<file path="src/rtl/nibble_serial_pkg.sv">
// nibble_serial_pkg: shared types and helpers for the nibble-serial adder.
package nibble_serial_pkg;
    typedef enum logic [1:0] {IDLE, RUN, DONE} state_t;
    localparam int NIBBLE_W = 4;
    function automatic int clog2(input int n);
        return n > 1 ? $clog2(n) : 1;
    endfunction
endpackage

</file>
<file path="src/rtl/csk_slice4.sv">
// csk_slice4: 4-bit carry-skip adder slice.
module csk_slice4 (
    input  logic [3:0] a,
    input  logic [3:0] b,
    input  logic       ci,
    output logic [3:0] s,
    output logic       co
);
    logic [3:0] p;
    logic [3:0] g;
    logic [4:0] c;
    assign p    = a ^ b;
    assign g    = a & b;
    assign c[0] = ci;
    for (genvar i = 0; i < 4; i++) begin : g_rip
        assign c[i+1] = g[i] | (p[i] & c[i]);
    end
    assign s = p ^ c[3:0];
    // Skip term bypasses the ripple when every bit propagates.
    assign co = c[4] | (&p & ci);
endmodule

</file>
<file path="src/rtl/nibble_serial_adder_ctrl.sv">
// nibble_serial_adder_ctrl: WIDTH-bit add via one 4-bit carry-skip slice, LSB nibble first.
// Define NIBBLE_SERIAL_SUB_EN to add a sub port computing A-B.
module nibble_serial_adder_ctrl
    import nibble_serial_pkg::*;
#(
    parameter int WIDTH = 16
) (
    input  logic             clk,
    input  logic             rst_n,
`ifdef NIBBLE_SERIAL_SUB_EN
    input  logic             sub,
`endif
    input  logic             in_valid,
    output logic             in_ready,
    input  logic [WIDTH-1:0] A,
    input  logic [WIDTH-1:0] B,
    input  logic             cin,
    output logic             out_valid,
    input  logic             out_ready,
    output logic [WIDTH-1:0] sum,
    output logic             cout
);
    localparam int NIB = WIDTH / NIBBLE_W;
    localparam int IW  = clog2(NIB);

    if (WIDTH % NIBBLE_W != 0 || WIDTH < NIBBLE_W) begin : g_bad_width
        $error("WIDTH must be a multiple of 4 and at least 4");
    end

    state_t           state;
    state_t           state_nxt;
    logic [WIDTH-1:0] a_sh;
    logic [WIDTH-1:0] b_sh;
    logic [WIDTH-1:0] sum_r;
    logic [WIDTH-1:0] sum_nxt;
    logic [WIDTH-1:0] b_cap;
    logic [IW-1:0]    idx;
    logic             carry;
    logic             cout_r;
    logic             c_cap;
    logic             accept;
    logic             last;
    logic [3:0]       s;
    logic             co;

    csk_slice4 u_slice (.a(a_sh[3:0]), .b(b_sh[3:0]), .ci(carry), .s(s), .co(co));

`ifdef NIBBLE_SERIAL_SUB_EN
    assign b_cap = sub ? ~B : B;
    assign c_cap = sub | cin;
`else
    assign b_cap = B;
    assign c_cap = cin;
`endif

    assign accept  = state == IDLE && in_valid;
    assign last    = idx == IW'(NIB - 1);
    // New nibble enters at the top; after NIB shifts the LSB nibble sits at bit 0.
    assign sum_nxt = WIDTH'({s, sum_r} >> NIBBLE_W);
    assign sum     = sum_r;
    assign cout    = cout_r;

    always_ff @(posedge clk)
        state <= !rst_n ? IDLE : state_nxt;

    always_comb
        state_nxt = state == IDLE ? (in_valid ? RUN : IDLE) :
                    state == RUN  ? (last ? DONE : RUN) :
                    (out_ready ? IDLE : DONE);

    always_comb begin
        in_ready  = state == IDLE;
        out_valid = state == DONE;
    end

    always_ff @(posedge clk) begin
        if (!rst_n) begin
            a_sh   <= '0;
            b_sh   <= '0;
            sum_r  <= '0;
            idx    <= '0;
            carry  <= 1'b0;
            cout_r <= 1'b0;
        end else if (accept) begin
            a_sh  <= A;
            b_sh  <= b_cap;
            carry <= c_cap;
            idx   <= '0;
        end else if (state == RUN) begin
            a_sh  <= a_sh >> NIBBLE_W;
            b_sh  <= b_sh >> NIBBLE_W;
            sum_r <= sum_nxt;
            carry <= co;
            idx   <= idx + IW'(1);
            if (last)
                cout_r <= co;
        end
    end
endmodule

</file>
<file path="config.mk">
export PLATFORM = sky130hd
export DESIGN_NAME = nibble_serial_adder_ctrl
export DESIGN_NICKNAME = d
export VERILOG_FILES = /design/src/rtl/nibble_serial_pkg.sv /design/src/rtl/csk_slice4.sv /design/src/rtl/nibble_serial_adder_ctrl.sv
export SDC_FILE = /design/constraint.sdc
export NUM_CORES = 1
export LEC_CHECK = 0
export ABC_CLOCK_PERIOD_IN_PS = 4400
export BUFFER_PORTS_ARGS = -buffer_cell sky130_fd_sc_hd__buf_4
export CORE_ASPECT_RATIO = 0.5
export CORE_UTILIZATION = 40
export DETAILED_ROUTE_END_ITERATION = 7
export GPL_TIMING_DRIVEN = 0
export PLACE_DENSITY_LB_ADDON = 0.08
export RECOVER_POWER = 25
export SETUP_SLACK_MARGIN = 0.05
export SLEW_MARGIN = 25
export SYNTH_ARGS = -nofsm -noshare
export SYNTH_HDL_FRONTEND = slang
export SYNTH_SLANG_ARGS = --single-unit
</file>
<file path="constraint.sdc">
create_clock -name clk -period 4.4 [get_ports clk]
set_clock_uncertainty 0.05 [all_clocks]
set_input_delay 0.44 -clock clk [delete_from_list [all_inputs] [get_ports clk]]
set_output_delay 0.44 -clock clk [all_outputs]
set_load 0.005 [all_outputs]
</file>
==> results.json, run 1 <==
{
  "outcome": "completed",
  "relSlewSlack": 0.669,
  "dpl_cell_area_um2": 3050,
  "setup_ws_ns": 2.15,
  "numCtsBuffers": 5,
  "ir_worst_vdd_mv": 0.155,
  "reg2reg_setup_slack_ns": 2.15,
  "ys_types": 29,
  "nets": 395,
  "dp_hpwl_um": 4530,
  "synth-simple-area-share": 0.202,
  "reg2reg_from": "a_sh[0]",
  "drt-vias-per-instance": 4.93,
  "ys_seq_area_frac": 0.425,
  "critPathMaxFanout": 3,
  "stdcell_area_um2": 3210,
  "grt_util_all_layers": 0.201,
  "hold_ws_ns": 0.342,
  "syn-num-nets": 335,
  "cp.required_ns": 4.56,
  "io_buffers": 53,
  "power_density_nw_per_um2": 378,
  "first_iter_violations": 100,
  "synth.avg_cell_area_um2": 8.80,
  "postSynthCellCount": 289,
  "min_from": "A[12]",
  "grt_pass1_vias": 1997,
  "drive_above_1_share": 0.297,
  "path_class": "flop to flop",
  "post_cts_resized": 0,
  "r2r_end": "cout",
  "diodes": 0,
  "synth_top_family_by_area": "compound AO/OA/AOI/OAI gates",
  "pin_count": 56,
  "hold_viol": 0,
  "critPathLaunchType": "flop",
  "critPathArrivalTime_ns": 2.41,
  "end_kind": "flop",
  "max-cap-violations": 0,
  "drtPass1Iterations": 4,
  "yosys_warnings": 0,
  "cts_sinks": 54,
  "synth_compound_area_frac": 0.233,
  "ctsHoldBuffers": 0,
  "p_leak_nw": 1.33,
  "cts_tree": "built",
  "die_area_um2": 6700,
  "drv_slew": 0,
  "worst_pin_slew_ns": 0.497,
  "die_x_um": 115,
  "core_um2": 6110,
  "max_freq_mhz": 444,
  "drcViolationCount": 0,
  "setup_tns_ns": 0,
  "power_w": 0.00121,
  "drtAntennaViolNets": 0,
  "hold_depth": 3,
  "clk_latency_ns": 0.30,
  "ctsLongestPathBuffers": 2,
  "hp-class": "primary input to flop",
  "synth_xor_xnor_area_share": 0.00344,
  "cts-htree-levels": 2,
  "yosys_register_bits": 54,
  "min_period_ns": 2.25,
  "row_count": 20,
  "rsz0062_at_grt": "false",
  "reg2reg_depth": 9,
  "setup_viol": 0,
  "start_util": 0.417,
  "antenna_found_initial": 0,
  "dpl_worst_slack_ns": 2.16,
  "holdPathEnd": "a_sh[12]",
  "wl_per_cell_um": 14.3,
  "cts_setup_buffers": 0,
  "period_share": 0.511,
  "cts.clk_slew.worst_paths_ns": 0.07,
  "grt_max_degree": 19,
  "floorplan.die.height_um": 58.4,
  "syn_area_um2": 2540,
  "areaGrowthSynthToFinish_pct": 26.0,
  "synth_mux_area_frac": 0,
  "ctsRootBufferMaster": "clkbuf_16",
  "gp_congestion": 0.811,
  "synth_fa_ha_area_frac": 0.0561,
  "grt_remaining_overflow": 0,
  "grt_first_pass_wirelength_um": 10000,
  "num_vias": 2160,
  "wl_um": 6260
}
-- critical path, stage by stage, from the launching register on --
cell,delay [ns]
dfxtp_1,0.40
inv_1,0.08
fa_1,0.41
inv_1,0.07
fa_1,0.17
fa_1,0.17
inv_1,0.05
fa_1,0.36
o21a_1,0.14
a311oi_1,0.26
-- cells in the mapped netlist --
master | number | area [µm²]
buf_1 | 2 | 7.51
fa_1 | 4 | 80.1
inv_1 | 7 | 26.3
o221a_2 | 23 | 259
nor2_1 | 29 | 109
nand2b_1 | 1 | 6.26
buf_6 | 7 | 78.8
nand2_1 | 40 | 150
buf_2 | 8 | 40.0
dfxtp_1 | 54 | 1080
o221a_1 | 1 | 11.3
nor3b_4 | 1 | 18.8
a311oi_1 | 1 | 8.76
clkbuf_1 | 7 | 26.3
nand3_1 | 8 | 40.0
o21ba_1 | 1 | 10.0
buf_4 | 3 | 22.5
xnor2_1 | 1 | 8.76
a211oi_1 | 2 | 15.0
nor2_2 | 1 | 6.26
o22ai_2 | 1 | 12.5
or3b_1 | 1 | 8.76
a2bb2oi_2 | 1 | 15.0
ha_1 | 5 | 62.6
a21oi_1 | 49 | 245
inv_2 | 1 | 3.75
nand4_1 | 1 | 6.26
o21a_1 | 2 | 15.0
nor2b_1 | 27 | 169
-- power by group --
| group | internal (W) | switching, W | leakage (nW) |
|---|---|---|---|
| logic | 0.000103 | 0.0000997 | 0.802 |
| clock network | 0.000272 | 0.000190 | 0.0844 |
| registers | 0.000523 | 0.0000254 | 0.444 |
-- stage by stage --
step | std cells | utilization
2_1_floorplan | 289 | -
3_3_place_gp | 430 | 0.500
3_5_place_dp | 430 | 0.500
4_1_cts | 438 | 0.528
5_1_grt | 438 | 0.525
6_report | 438 | 0.525
-- cell type report --
class / count / area [µm²]
Clock buffer: 5 / 125
Buffer: 27 / 156
Timing Repair Buffer: 53 / 398
Fill cell: 621 / 2900
Tap cell: 88 / 110
Clock inverter: 3 / 47.5
Inverter: 8 / 30.0
Sequential cell: 54 / 1080
Multi-Input combinational cell: 200 / 1260
-- cells by family (layout without fill, tap and decap cells) --
kind of cell / count (synthesis) / after routing
simple gates: 109 / 109
fa+ha+maj: 9 / 9
xor+xnor: 1 / 1
buf+inv: 35 / 96
compound gates: 81 / 81
flops: 54 / 54
-- layout by cell type, fill, tap and decap left out --
| cell type | synthesis | layout |
|---|---|---|
| dfxtp_1 | 54 | 54 |
| a21oi_1 | 49 | 49 |
| buf_4 | 3 | 42 |
| nand2_1 | 40 | 40 |
| nor2_1 | 29 | 29 |
| nor2b_1 | 27 | 27 |
| o221a_2 | 23 | 23 |
| clkbuf_4 | 0 | 13 |
| clkbuf_1 | 7 | 10 |
| buf_2 | 8 | 8 |
| nand3_1 | 8 | 8 |
| inv_1 | 7 | 7 |
| buf_6 | 7 | 5 |
| ha_1 | 5 | 5 |
| clkbuf_16 | 0 | 5 |
| fa_1 | 4 | 4 |
| buf_1 | 2 | 2 |
| a211oi_1 | 2 | 2 |
| o21a_1 | 2 | 2 |
| nand2b_1 | 1 | 1 |
| inv_2 | 1 | 1 |
| or3b_1 | 1 | 1 |
| xnor2_1 | 1 | 1 |
| nor3b_4 | 1 | 1 |
| o21ba_1 | 1 | 1 |
| a2bb2oi_2 | 1 | 1 |
| nand4_1 | 1 | 1 |
| o22ai_2 | 1 | 1 |
| a311oi_1 | 1 | 1 |
| nor2_2 | 1 | 1 |
| o221a_1 | 1 | 1 |
| clkinv_4 | 0 | 1 |
| inv_6 | 0 | 1 |
| bufinv_16 | 0 | 1 |
-- worst max path at each step --
| stage | endpoint | slack [ns] | start |
|---|---|---|---|
| 4_1_cts | cout | 2.14 | a_sh[0] |
| 3_3_place_gp | cout | 2.19 | a_sh[0] |
| 6_report | cout | 2.15 | a_sh[0] |
| 5_1_grt | cout | 1.98 | a_sh[0] |
| 2_1_floorplan | sum[15] | 2.33 | carry |
| 3_5_place_dp | sum[15] | 2.16 | a_sh[0] |
-- state kept, by name, indices dropped and copies added, names as in the netlist --
name / flops
b_sh: 16
idx: 2
carry: 1
sum: 16
cout: 1
state: 2
a_sh: 16
-- per-layer routing --
metal  up-vias  share of wire  track usage
met4         0          0.011       0.0724
met2        48           0.41        0.295
li1       1110              -            -
met3         8          0.043       0.0484
met5         -              0            0
met1       994           0.53        0.288
No activity file was read; power rests on OpenSTA's default activity.
==> inputs of run 2 (changes only) <==
--- a/config.mk
+++ b/config.mk
@@ -5,7 +5,7 @@
 export SDC_FILE = /design/constraint.sdc
 export NUM_CORES = 1
 export LEC_CHECK = 0
-export ABC_CLOCK_PERIOD_IN_PS = 4400
+export ABC_CLOCK_PERIOD_IN_PS = 2300
 export BUFFER_PORTS_ARGS = -buffer_cell sky130_fd_sc_hd__buf_4
 export CORE_ASPECT_RATIO = 0.5
 export CORE_UTILIZATION = 40
==> constraint.sdc (replaced) <==
create_clock -name clk -period 2.3 [get_ports clk]
set_clock_uncertainty 0.05 [all_clocks]
set_input_delay 0.23 -clock clk [delete_from_list [all_inputs] [get_ports clk]]
set_output_delay 0.23 -clock clk [all_outputs]
set_load 0.005 [all_outputs]
==> results.json, run 2 (synthesis results as in run 1) <==
{
  "outcome": "completed",
  "path_class": "flop to flop",
  "die_x_um": 115,
  "cts_sinks": 54,
  "period_share": 0.949,
  "rsz0062_at_grt": "true",
  "wl_per_cell_um": 14.4,
  "drive_above_1_share": 0.335,
  "drtPass1Iterations": 4,
  "min_period_ns": 2.18,
  "io_buffers": 53,
  "nets": 397,
  "clk_latency_ns": 0.30,
  "diodes": 0,
  "r2r_end": "sum[15]",
  "reg2reg_depth": 8,
  "ir_worst_vdd_mv": 0.294,
  "hp-class": "primary input to flop",
  "relSlewSlack": 0.673,
  "cp_top_family": "adder cells",
  "dp_hpwl_um": 4530,
  "first_iter_violations": 119,
  "layout_common_cells": "dfxtp_1, a21oi_1, buf_4",
  "max-cap-violations": 0,
  "p_leak_nw": 1.34,
  "cp.required_ns": 2.48,
  "cts-htree-levels": 2,
  "critPathMaxFanout": 3,
  "wl_um": 6330,
  "cp_cell_sequence": "inv_2 > fa_2 > inv_2 > fa_2 > fa_2 > inv_2 > fa_1 > a211oi_2",
  "hold_viol": 0,
  "critPathArrivalTime_ns": 2.36,
  "gp_congestion": 0.811,
  "grt_first_pass_wirelength_um": 10000,
  "cts_tree": "built",
  "core_um2": 6110,
  "critPathLaunchType": "flop",
  "areaGrowthSynthToFinish_pct": 28.1,
  "power_density_nw_per_um2": 718,
  "path_buf_inv": 3,
  "drcViolationCount": 0,
  "end_kind": "flop",
  "die_area_um2": 6700,
  "numCtsBuffers": 5,
  "hold_depth": 3,
  "setup_tns_ns": 0,
  "worst_path_max_delay_cell": "fa_1",
  "reg2reg_setup_slack_ns": 0.12,
  "row_count": 20,
  "pin_count": 56,
  "cts.clk_slew.worst_paths_ns": 0.07,
  "worst_pin_slew_ns": 0.490,
  "setup_viol": 0,
  "holdPathEnd": "a_sh[12]",
  "floorplan.die.height_um": 58.4,
  "ctsHoldBuffers": 0,
  "worst_path_largest_cell_delay_ns": 0.44,
  "start_util": 0.417,
  "drv_slew": 0,
  "grt_max_degree": 19,
  "drtAntennaViolNets": 0,
  "ctsRootBufferMaster": "clkbuf_16",
  "min_from": "A[12]",
  "final_common_cell": "dfxtp_1",
  "power_w": 0.00234,
  "max_freq_mhz": 458,
  "nFillCells": 611,
  "grt_pass1_vias": 1997,
  "drt-vias-per-instance": 4.99,
  "num_vias": 2195,
  "ctsLongestPathBuffers": 2,
  "reg2reg_from": "a_sh[0]",
  "grt_util_all_layers": 0.201,
  "antenna_found_initial": 0,
  "grt_remaining_overflow": 0
}
run 2: how the worst max path moves through the flow:
stage / end / depth (start not counted) / slack, ns / from
6_report: sum[15] / 8 / 0.12 / a_sh[0]
5_1_grt: cout / 9 / 0.04 / a_sh[0]
4_1_cts: sum[15] / 8 / 0.07 / carry
3_5_place_dp: sum[15] / 8 / 0.06 / a_sh[0]
3_3_place_gp: cout / 9 / 0.09 / a_sh[0]
2_1_floorplan: sum[15] / 8 / 0.23 / carry
run 2: where the power goes:
part	switching [W]	internal [W]	total, W
combinational	0.000196	0.000208	0.000404
sequential	0.0000495	0.00100	0.00105
clock	0.000364	0.000520	0.000883
total	0.000609	0.00173	0.00234
run 2: tightest hold or removal path, stage by stage:
cell and delay [ns]:
buf_4 0.11, nand2_1 0.04, a21oi_1 0.05
run 2: layout make-up:
cell class / count / area (µm²) / area share
Buffer: 27 / 174 / 0.0534
Inverter: 8 / 30.0 / 0.00922
Timing Repair Buffer: 55 / 409 / 0.126
Sequential cell: 54 / 1090 / 0.333
Tap cell: 88 / 110 / 0.0338
Clock inverter: 3 / 47.5 / 0.0146
Clock buffer: 5 / 125 / 0.0384
Multi-Input combinational cell: 200 / 1280 / 0.392
run 2: per-stage QoR:
step | worst slack [ns] | hold WS [ns] | util | cell area [µm²] | cells
after global routing | 0.0368 | 0.122 | 0.534 | 3260 | 440
final | 0.117 | 0.131 | 0.534 | 3260 | 440
after global placement | 0.0851 | 0.393 | 0.500 | 3050 | 430
after CTS | 0.0703 | 0.123 | 0.528 | 3230 | 438
after detailed placement | 0.0587 | 0.400 | 0.500 | 3050 | 430
after floorplan | 0.228 | 0.316 | - | 2540 | 289
run 2: timing repair:
| action | in CTS | in global routing |
|---|---|---|
| buffers inserted | 0 | 2 |
| pin swaps | 0 | 4 |
| gates resized for setup | 1 | 11 |
| setup endpoints to repair | 1 | 2 |
run 2: layer usage:
metal,wire length [µm],vias up,part of all wire,GRT usage
li1,-,1114,-,-
met1,3260,1024,0.52,0.288
met2,2690,49,0.43,0.295
met3,293,8,0.046,0.0484
met4,80,0,0.013,0.0724
met5,0,-,0,0
